==> config.mk <==
export PLATFORM = sky130hd
export DESIGN_NAME = vc_output_scheduler
export DESIGN_NICKNAME = d
export VERILOG_FILES = /design/src/rtl/vc_output_scheduler.sv
export SDC_FILE = /design/constraint.sdc
export NUM_CORES = 1
export LEC_CHECK = 0
export ABC_AREA = 1
export BUFFER_PORTS_ARGS = -buffer_cell sky130_fd_sc_hd__buf_2
export CORE_MARGIN = 2
export CORE_UTILIZATION = 55
export CTS_BUF_LIST = sky130_fd_sc_hd__clkbuf_8
export CTS_CLUSTER_DIAMETER = 200
export CTS_CLUSTER_SIZE = 24
export DETAILED_ROUTE_END_ITERATION = 10
export PLACE_DENSITY = 0.83
export REMOVE_ABC_BUFFERS = 1
export SLEW_MARGIN = 10
export SYNTH_ARGS = -nofsm -noshare
export SYNTH_HDL_FRONTEND = slang
export SYNTH_SLANG_ARGS = --single-unit
==> constraint.sdc <==
create_clock -name clk -period 2.5 [get_ports clk]
set_input_delay 0.5 -clock clk [delete_from_list [all_inputs] [get_ports clk]]
set_output_delay 0.5 -clock clk [all_outputs]
set_load 0.02 [all_outputs]
==> src/rtl/vc_output_scheduler.sv <==
// rtl/vc_output_scheduler.sv - per-output-port two-VC round-robin slot scheduler
module vc_output_scheduler #(
    parameter int NUM_REQ = 4,
    parameter int VC_NUM  = 2
) (
    input  logic               clk,
    input  logic               reset,
    input  logic               polarity,
    input  logic [NUM_REQ-1:0] req_even,
    input  logic [NUM_REQ-1:0] req_odd,
    input  logic [VC_NUM-1:0]  drain,
    output logic [NUM_REQ-1:0] grant,
    output logic               grant_vc,
    output logic               grant_valid,
    output logic [VC_NUM-1:0]  busy,
    output logic               proto_err
);

    localparam int PTR_W = $clog2(NUM_REQ);

    logic [PTR_W-1:0]   ptr [VC_NUM];
    logic [NUM_REQ-1:0] req_sel;
    logic [PTR_W-1:0]   ptr_sel;
    logic [PTR_W-1:0]   idx;
    logic [PTR_W-1:0]   winner;
    logic               found;
    logic               can_grant;
    logic [VC_NUM-1:0]  busy_next;

    assign req_sel = polarity ? req_odd : req_even;
    assign ptr_sel = ptr[polarity];

    // Rotating priority search starting at the pointer of the eligible VC
    always_comb begin
        found  = 1'b0;
        winner = '0;
        idx    = '0;
        for (int i = 0; i < NUM_REQ; i++) begin
            idx = ptr_sel + PTR_W'(i);
            if (!found && req_sel[idx]) begin
                found  = 1'b1;
                winner = idx;
            end
        end
    end

    assign can_grant = !busy[polarity] && found;

    // A grant can only target an idle slot, so drain and grant never collide on one VC
    always_comb begin
        busy_next = busy & ~drain;
        if (can_grant) begin
            busy_next[polarity] = 1'b1;
        end
    end

    always_ff @(posedge clk or negedge reset) begin
        if (!reset) begin
            grant       <= '0;
            grant_vc    <= 1'b0;
            grant_valid <= 1'b0;
            busy        <= '0;
            proto_err   <= 1'b0;
            for (int v = 0; v < VC_NUM; v++) begin
                ptr[v] <= '0;
            end
        end else begin
            busy      <= busy_next;
            proto_err <= proto_err | (|(drain & ~busy));
            if (can_grant) begin
                grant         <= NUM_REQ'(1) << winner;
                grant_vc      <= polarity;
                grant_valid   <= 1'b1;
                ptr[polarity] <= winner + 1'b1;
            end else begin
                grant       <= '0;
                grant_valid <= 1'b0;
            end
        end
    end

endmodule

Yosys cells after proc, flatten, opt, wreduce, memory -nomap -nowiden
Index checks and enable logic that the tools add are counted.

storage, ports and cells
  flip-flop bits (word level) = 13
  output and inout port bits = 9

operators by class
  reductions and logical operators = 11
  muxes and demuxes = 30
  $lt $le $gt $ge = 8
  add/sub/neg operators = 4
  bitwise gates (word level) = 7
  shifts and indexed selects = 1

operators with widths
  cell                                                                  count
  2-bit 2-to-1 mux                                                      9
  2-bit by 3-bit < comparator with 1-bit output, second input constant  4
  1-bit 2-to-1 mux                                                      12
  1-bit binary-select mux with 2-bit select                             4
  4-bit 2-to-1 mux                                                      2
  1-bit logical AND                                                     6
  2-bit by 1-bit adder with 2-bit output, second input constant         2
  2-bit adder, second input constant                                    2
  2-bit AND                                                             2
  4-bit bitwise mux                                                     1
  1-bit logical NOT                                                     4
  2-bit NOT                                                             2
  1-bit by 2-bit << shifter with 4-bit output, first input constant     1
  2-bit demux with 1-bit select                                         1
  2-bit greater-or-equal comparator, second input constant              1
  1-bit by 2-bit < comparator with 1-bit output, second input constant  1
  2-bit by 1-bit < comparator with 1-bit output, second input constant  1
  1-bit NOT with 2-bit output                                           1
  2-bit OR                                                              1
  2-bit OR reduction                                                    1
  1-bit demux with 1-bit select                                         1
  1-bit greater-or-equal comparator, second input constant              1
  1-bit OR                                                              1

Depth between registers and ports, before layout
Gate-level depths: netlist (run 1).

  depth in word-level cells = 18
  depth in mapped cells = 18
  gate-level depth less buffers = 16

Worst setup path after synthesis (run 1)
No wires, ideal clock.

  kind = input port to flip-flop
  start = input polarity
  end = register ptr[3] in the netlist's numbering
  arrival = 1.742 ns
  path buffers = 2
  slack = 0.642 ns
  cell stages on the path = 16
  data required time = 2.384 ns
  cells stage by stage = buf_6 > inv_4 > buf_8 > nand2_1 > nand2_1 > nand2_2 > nand3_1 > nand2_2 > nand3_4 > nor2_4 > nor2_4 > inv_4 > nor2_4 > inv_2 > nand2_1 > nand2_1

between the ends
  elaborated cells between the ends (all ways) = 41

RTL lines
  item                                                                                             line  RTL
  from (decl)                                                                                      8     input logic polarity,
  parallel branches: the longest is 16 deep, another holds 2-bit by 1-bit adder with 2-bit output  -
  1-bit logical AND (*)                                                                            47    assign can_grant = !busy[polarity] && found;
  named net can_grant                                                                              27    logic can_grant;
  to (signal, indexed assignment)                                                                  74    ptr[polarity] <= winner + 1'b1;
  to (decl)                                                                                        21    logic [PTR_W-1:0] ptr [VC_NUM];

Mark *: on every way through the listed nets, which the timed path passes. The select of a mux whose other input is x is not followed.
A chain may end at the register's enable or synchronous reset.

Final worst setup path (run 1)
Ends and elaborated chain as after synthesis.

==> results of run 1 <==
==> state kept, by name, indices dropped and copies added (netlist names) <==
name         flops
proto_err        1
grant            4
grant_vc         1
ptr              4
busy             2
grant_valid      1
==> metrics by stage <==
stage | instance area (um^2) | power [W]
after global routing | 1180 | 0.00138
after floorplan | 1000 | 0.000905
after CTS | 1180 | 0.00125
after global placement | 1140 | 0.00105
final | 1180 | 0.00125
after detailed placement | 1140 | 0.00107
==> power breakdown <==
group          switching (W)  internal [W]
sequential         0.0000354      0.000282
clock              0.0000685      0.000108
combinational       0.000523      0.000233
total               0.000627      0.000624
==> metal layers <==
layer	wire length [um]	track usage (%)
met2	1030	36.8
met4	10	3.33
met1	1020	30.9
met5	0	0
met3	91	6.79
==> critical path, stage by stage <==
cell	delay [ps]
buf_2	280
inv_4	130
nand2_1	80
nand2_1	170
nand2_1	140
nand2_2	80
nand2_2	80
nand2_4	70
nand3_4	80
nor2_4	50
nor2_4	130
inv_4	70
nor2_4	140
inv_2	50
nand2_1	50
nand2_1	60
==> layout make-up <==
type	instances	area, um^2
Sequential cell	13	325
Clock buffer	3	41.3
Timing Repair Buffer	21	105
Multi-Input combinational cell	125	594
Tap cell	25	31.3
Inverter	21	83.8
Clock inverter	1	3.75
Fill cell	169	561
==> layout by cell type (no fill, tap or decap), drive strengths merged <==
cell type	instances
clkbuf	3
o21ai	6
nand3	12
nor3	2
nand4	2
dfrtp	13
nand2	88
inv	22
nor2	12
a21oi	2
a221o	1
buf	21
==> cell families after synthesis <==
group / Yosys count
simple gates: 116
compound gates: 9
flops: 13
buf+inv: 24
==> worst max path at each step <==
stage | start | endpoint | slack (ps) | cells after the start
floorplan | polarity | ptr[3]$_DFFE_PN0P_ | 720 | 14
global placement | polarity | ptr[3]$_DFFE_PN0P_ | 260 | 16
detailed placement | polarity | ptr[3]$_DFFE_PN0P_ | 230 | 16
CTS | polarity | ptr[3]$_DFFE_PN0P_ | 480 | 16
global route | polarity | ptr[1]$_DFFE_PN0P_ | 220 | 16
finish | polarity | ptr[3]$_DFFE_PN0P_ | 460 | 16
==> flow_summary.ini, run 1 <==
[setup_path]
worstReg2RegEnd = ptr[3]$_DFFE_PN0P_
required_ps = 2630
cp.arrival_ps = 2170
rr_worst_depth = 14
cp-start-kind = primary input
critical_path_class = in -> reg
cp-end-kind = flip-flop
critical_path.max_fanout = 16
regToRegSetupSlack_ps = 690
r2r_start = ptr[0]$_DFFE_PN0P_

[routing]
wirelength_um = 2150
drt-initial-drc-count = 21
final_antenna_net_count = 0
routedWlPerCell_um = 10.3
vias = 1021
remaining_drc_errors = 0
vias_per_cell = 4.89
firstDrtPassIters = 6

[power_and_ir_drop]
p_leak_nw = 0.686
peakVddDrop_uv = 658
power.density_nw_per_um2 = 1060

[synth]
yosys.cell_types.count = 20
yosysTopAreaCell = dfrtp_1
synthAdderAreaFrac_pct = 0
synth_area_per_cell_um2 = 6.43
yosysSeqAreaShare_pct = 31.3
synthCells = 162
synth_flop_cell = dfrtp_1
synth-edff-count = 0
synth-seq-cells = 13
ys_top_cells_by_area = dfrtp_1 31%, nand2_1 27%, nand2_2 6.0%
synthesis.area_um2 = 1040
synthArstFlopShare_pct = 100
synth_xor_area_share_pct = 0
synth_compound_area_share_pct = 5.17
synth_most_common_cell = nand2_1
synth.top_cell.area_share_pct = 31.3
ys_top_cells_by_count = 76 x nand2_1, 15 x inv_1, 13 x dfrtp_1
synth_mux_area_share_pct = 0
yosys.area_share.simple_pct = 51.9
synth_top_family_by_area = simple AND/OR/NAND/NOR gates
yosys_warnings = 0

[sta]
setup_viol = 0
min_period_ps = 2040
worstMarginPinSlew_ps = 352
fin_setup_tns_ps = 0
rsz0062_at_grt = no
finClkSkew_ps = 1.69
slew_headroom_pct = 76.3
hold_violations = 0
holdWs_ps = 140
drv_slew = 0
setup_ws_ps = 461
fin_crit_sh_pct = 81.6
max_clock_freq_mhz = 490

[clock_tree]
cts.sinks = 13
numCtsBuffers = 3
cts-resized-gates = 0
clock-root-buffer = clkbuf_8
insertion_delay_ps = 240
cts_buffer_depth = 2
postCtsHoldBufs = 0
clkSlewWorstSetupHoldPaths_ps = 50
htree_levels = 1
cts_tree = built
cts_setup_buffers = 0

[floorplan]
core_um2 = 1750
dieArea_um2 = 2260
fp-row-count = 15
die_h_um = 47.5
start_util_pct = 59.6
pin_count = 22
fp.dieW_um = 47.5

[finish]
utilization_pct = 67.9
drive_gt1_share_pct = 26.1
area_growth_pct = 13.8
num-nets-final = 198
instances_no_fill = 209
antenna_cells = 0

[global_route]
grt_antenna_before_repair = 0
grt_pass1_wl_um = 3620
grt.overflow.total = 0
track_usage_pct = 22.8
grt_max_degree = 17
grt_pass1_vias = 876

[outcome]
status = completed

[place]
dp.cells = 205
dpl.hpwl_um = 1720
routabilityCongestion = 0.870
port_buffers = 21
pre_cts_slack_ps = 229

[hold_path]
min_path_type = in -> async

[flow_run]
maxCapViolCount = 0
No activity file was read; power rests on OpenSTA's default activity.
==> run 2, diff against run 1 <==
--- a/config.mk
+++ b/config.mk
@@ -5,15 +5,15 @@
 export SDC_FILE = /design/constraint.sdc
 export NUM_CORES = 1
 export LEC_CHECK = 0
-export ABC_AREA = 1
+export ABC_AREA = 0
 export BUFFER_PORTS_ARGS = -buffer_cell sky130_fd_sc_hd__buf_2
 export CORE_MARGIN = 2
-export CORE_UTILIZATION = 55
+export CORE_UTILIZATION = 47
 export CTS_BUF_LIST = sky130_fd_sc_hd__clkbuf_8
 export CTS_CLUSTER_DIAMETER = 200
 export CTS_CLUSTER_SIZE = 24
 export DETAILED_ROUTE_END_ITERATION = 10
-export PLACE_DENSITY = 0.83
+export PLACE_DENSITY = 0.79
 export REMOVE_ABC_BUFFERS = 1
 export SLEW_MARGIN = 10
 export SYNTH_ARGS = -nofsm -noshare
==> constraint.sdc (replaced) <==
create_clock -name clk -period 1.8 [get_ports clk]
set_input_delay 0.36 -clock clk [delete_from_list [all_inputs] [get_ports clk]]
set_output_delay 0.36 -clock clk [all_outputs]
set_load 0.02 [all_outputs]
==> flow_summary.ini, run 2 <==
[sta]
fin_setup_tns_ps = 0
setup_ws_ps = 109
drv_slew = 0
holdWs_ps = 326
fin_crit_sh_pct = 94.0
max_clock_freq_mhz = 591
rsz0062_at_grt = no
finClkSkew_ps = 1.46
slew_headroom_pct = 62.6
hold_violations = 0
worstMarginPinSlew_ps = 559
setup_viol = 0
min_period_ps = 1690

[setup_path]
regToRegSetupSlack_ps = 250
cp.arrival_ps = 1850
critical_path.max_fanout = 13
cp-end-kind = flip-flop
required_ps = 1960
critical_path_class = in -> reg
cp-start-kind = primary input

[finish]
seqCellArea_um2 = 325
instances_no_fill = 115
top_regs = grant x4, ptr x4, busy x2
drive_gt1_share_pct = 45.5
final_common_cell = buf_2
num-nets-final = 113
antenna_cells = 0
area_growth_pct = 29.9
multiInputGateArea_um2 = 408
layout_common_cells = 21 x buf_2, 13 x dfrtp_1, 8 x buf_4
nFillCells = 124

[power_and_ir_drop]
peakVddDrop_uv = 770
internal_power_w = 0.000762
p_clk_share_pct = 20.9
power_w = 0.00118
p_leak_nw = 0.460
netSwitchingPower_w = 0.000418
p_seq_share_pct = 36.8
swShare_pct = 35.4
comb_power_share_pct = 42.2
power.density_nw_per_um2 = 1200

[global_route]
track_usage_pct = 18.5
grt.overflow.total = 0
grt_max_degree = 14
grt_pass1_wl_um = 2580
grt_antenna_before_repair = 0
grt_pass1_vias = 613

[clock_tree]
cts_buffer_depth = 2
numCtsBuffers = 3
htree_levels = 1
clkSlewWorstSetupHoldPaths_ps = 50
insertion_delay_ps = 240
cts_tree = built
clock-root-buffer = clkbuf_8
cts.sinks = 13

[synth]
synth_area_per_cell_um2 = 11.3
synthCells = 67
synthArstFlopShare_pct = 100
synth_most_common_cell = dfrtp_1
synth-edff-count = 0
yosys_warnings = 0
yosysTopAreaCell = dfrtp_1
yosys.cell_types.count = 27
synth.top_cell.area_share_pct = 42.9
synth_flop_cell = dfrtp_1
synthesis.area_um2 = 758
yosysSeqAreaShare_pct = 42.9
synth-seq-cells = 13
ys_top_cells_by_count = 13 x dfrtp_1, 5 x mux2_2, 5 x nor3_1
ys_top_cells_by_area = dfrtp_1 43%, mux2_2 7.4%, mux2i_4 5.9%

[place]
routabilityCongestion = 0.782
port_buffers = 21
pre_cts_slack_ps = -121
dpl.hpwl_um = 1190
dp.cells = 110

[floorplan]
fp.dieW_um = 44.2
die_h_um = 44.2
dieArea_um2 = 1950
fp-row-count = 14
pin_count = 22
core_um2 = 1510
start_util_pct = 50.3

[routing]
wirelength_um = 1550
routedWlPerCell_um = 13.4
remaining_drc_errors = 0
drt-initial-drc-count = 13
vias = 654
firstDrtPassIters = 4
vias_per_cell = 5.69
final_antenna_net_count = 0

[hold_path]
min_path_type = in -> reg

[outcome]
status = completed

[flow_run]
maxCapViolCount = 0
==> run 2: cell type report <==
| cell class | instances | share of cell area (%) |
|---|---|---|
| Clock inverter | 1 | 0.381 |
| Clock buffer | 3 | 4.19 |
| Timing Repair Buffer | 30 | 17.8 |
| Inverter | 3 | 1.14 |
| Sequential cell | 13 | 33.0 |
| Multi-Input combinational cell | 49 | 41.4 |
| Tap cell | 16 | 2.03 |
==> run 2: cells by family (layout without fill, tap and decap cells) <==
kind of cell / after synthesis / in the layout / share of synthesized area (%)
AO/OA/AOI/OAI: 13 / 13 / 12.5
buffers and inverters: 5 / 37 / 3.96
flip-flops: 13 / 13 / 42.9
multiplexers: 13 / 13 / 22.3
AND/OR/NAND/NOR: 23 / 23 / 18.3
==> run 2: layer usage <==
metal | vias up | global-route usage [%] | part of all wire (%)
met2 | 26 | 33.2 | 53
met4 | 0 | 1.82 | 0
met3 | 0 | 7.35 | 6.5
li1 | 319 | - | -
met1 | 309 | 21.5 | 40
met5 | - | 0 | 0
==> run 2: worst max-delay path, stage by stage <==
cell,delay [ps]
buf_2,300
mux2i_4,370
nor4_1,110
or4_4,560
nor3b_2,150
==> run 2: power groups by stage <==
| stage | combinational [W] | clock (W) | sequential [W] |
|---|---|---|---|
| floorplan | 0.000284 | 0 | 0.000493 |
| global placement | 0.000467 | 0 | 0.000440 |
| detailed placement | 0.000487 | 0 | 0.000442 |
| CTS | 0.000493 | 0.000250 | 0.000437 |
| global route | 0.000539 | 0.000266 | 0.000446 |
| finish | 0.000498 | 0.000247 | 0.000434 |
==> run 2: path summary, 6_finish.rpt <==
check / startpoint / to / cells after the start
worst max-delay path: polarity / grant[2]$_DFF_PN0_ / 5
worst min-delay path: drain[0] / busy[0]$_DFF_PN0_ / 2
worst max register to register: ptr[3]$_DFFE_PN0P_ / grant[2]$_DFF_PN0_ / 4
worst min register to register: proto_err$_DFF_PN0_ / proto_err$_DFF_PN0_ / 1
max in group asynchronous: reset / grant_vc$_DFFE_PN0P_ / 2
min in group asynchronous: reset / grant[3]$_DFF_PN0_ / 2
==> run 2: timing repair <==
action                                  CTS  global route
hold buffers                              1             0
hold endpoints to repair                  6             0
gates resized for setup                   0             1
endpoints found under the setup margin    0             1
buffers inserted                          0             0
==> run 2: through the flow <==
stage                     utilization [%]  cell area, um^2
after floorplan                         -              739
after global placement               61.4              925
after detailed placement             61.4              925
after CTS                            65.0              980
after global routing                 65.4              985
final                                65.4              985
==> run 3, diff against run 2 <==
--- a/config.mk
+++ b/config.mk
@@ -8,13 +8,14 @@
 export ABC_AREA = 0
 export BUFFER_PORTS_ARGS = -buffer_cell sky130_fd_sc_hd__buf_2
 export CORE_MARGIN = 2
-export CORE_UTILIZATION = 47
+export CORE_UTILIZATION = 56
 export CTS_BUF_LIST = sky130_fd_sc_hd__clkbuf_8
 export CTS_CLUSTER_DIAMETER = 200
 export CTS_CLUSTER_SIZE = 24
 export DETAILED_ROUTE_END_ITERATION = 10
-export PLACE_DENSITY = 0.79
+export PLACE_DENSITY = 0.88
 export REMOVE_ABC_BUFFERS = 1
+export SKIP_CTS_REPAIR_TIMING = 1
 export SLEW_MARGIN = 10
 export SYNTH_ARGS = -nofsm -noshare
 export SYNTH_HDL_FRONTEND = slang
==> constraint.sdc (replaced) <==
create_clock -name clk -period 2.2 [get_ports clk]
set_input_delay 0.44 -clock clk [delete_from_list [all_inputs] [get_ports clk]]
set_output_delay 0.44 -clock clk [all_outputs]
set_load 0.02 [all_outputs]
==> flow_summary.ini, run 3 (same netlist as run 2, synthesis figures left out) <==
[global_route]
grt_pass1_wl_um = 2560
gr-usage-met3_pct = 3.26
grt_antenna_before_repair = 0
grt_max_degree = 19
grt_pass1_vias = 614
use_met2_pct = 46.1
track_usage_pct = 24.4
grt.overflow.total = 0
grt_use_met1_pct = 26.7
top_usage_layer = met2

[finish]
final_common_cell = buf_2
utilization_pct = 70.7
layout_common_cells = 21 x buf_2, 13 x dfrtp_1, 5 x nor3_1, 5 x mux2_2
antenna_cells = 0
drive_gt1_share_pct = 40.0
area_growth_pct = 19.8
num-nets-final = 104
post-route-cell-area_um2 = 908
top_regs = grant x4, ptr x4, busy x2

[routing]
drt-initial-drc-count = 8
remaining_drc_errors = 0
routedWlPerCell_um = 16.2
vias_per_cell = 6.23
final_antenna_net_count = 0
wirelength_um = 1700
firstDrtPassIters = 4
vias = 654

[setup_path]
regToRegSetupSlack_ps = 620
critical_path_class = in -> reg
rr_worst_depth = 4
r2r_start = ptr[1]$_DFFE_PN0P_
cp-start-kind = primary input
critical_path.max_fanout = 18
worstReg2RegEnd = ptr[1]$_DFFE_PN0P_
cp-end-kind = flip-flop
cp.arrival_ps = 2040
required_ps = 2370

[hold_path]
min_path_type = in -> async

[flow_run]
maxCapViolCount = 0

[power_and_ir_drop]
peakVddDrop_uv = 564
power.density_nw_per_um2 = 1060
p_leak_nw = 0.416

[clock_tree]
cts_tree = built
htree_levels = 1
cts.sinks = 13
insertion_delay_ps = 240
clkSlewWorstSetupHoldPaths_ps = 60
numCtsBuffers = 3
clock-root-buffer = clkbuf_8
cts_buffer_depth = 2

[floorplan]
pin_count = 22
start_util_pct = 59.0
core_um2 = 1280
fp-row-count = 13
die_h_um = 40.8
dieArea_um2 = 1660
fp.dieW_um = 40.8

[sta]
rsz0062_at_grt = no
min_period_ps = 1880
slew_headroom_pct = 61.0
fin_setup_tns_ps = 0
fin_crit_sh_pct = 85.3
max_clock_freq_mhz = 533
setup_viol = 0
drv_slew = 0
worstMarginPinSlew_ps = 582
hold_violations = 0
finClkSkew_ps = 3.08

[outcome]
status = completed

[place]
dpl.hpwl_um = 1300
routabilityCongestion = 0.824
placed_area_um2 = 863
port_buffers = 21
run 3: metal layers:
layer / vias up / share of wire [%]
li1: 299 / -
met2: 21 / 54
met3: 4 / 4.0
met5: - / 0
met4: 0 / 1.2
met1: 330 / 41
run 3: worst max path at each step:
stage | from | slack (ps) | end
2_1_floorplan | polarity | 660 | grant[2]$_DFF_PN0_
3_3_place_gp | polarity | 180 | grant[3]$_DFF_PN0_
3_5_place_dp | polarity | 70 | grant[2]$_DFF_PN0_
4_1_cts | polarity | 320 | grant[2]$_DFF_PN0_
5_1_grt | polarity | 210 | grant[2]$_DFF_PN0_
6_report | polarity | 320 | grant[2]$_DFF_PN0_
run 3: critical path: stages:
cell and delay [ps]:
buf_2 370, mux2i_2 370, nor4_1 130, or4_4 560
nor3b_2 160
run 3: where the power goes:
| group | switching (W) | total [W] | internal [W] |
|---|---|---|---|
| Sequential | 0.0000518 | 0.000360 | 0.000309 |
| Combinational | 0.000213 | 0.000388 | 0.000175 |
| Clock | 0.0000873 | 0.000211 | 0.000123 |
| Total | 0.000352 | 0.000959 | 0.000607 |
run 3: area by class of cell:
cell class	count	area, um^2
Clock buffer	3	41.3
Clock inverter	1	3.75
Fill cell	97	377
Inverter	3	11.3
Multi-Input combinational cell	49	403
Sequential cell	13	325
Tap cell	15	18.8
Timing Repair Buffer	21	105
run 3: through the flow:
| step | cells | power (W) | setup slack [ps] | hold WS (ps) |
|---|---|---|---|---|
| 3_5_place_dp | 101 | 0.000750 | 69.5 | 340 |
| 2_1_floorplan | 65 | 0.000636 | 657 | 144 |
| 6_report | 105 | 0.000959 | 323 | 67.4 |
| 5_1_grt | 105 | 0.00100 | 209 | 100 |
| 4_1_cts | 105 | 0.000958 | 316 | 76.7 |
| 3_3_place_gp | 101 | 0.000724 | 175 | 331 |
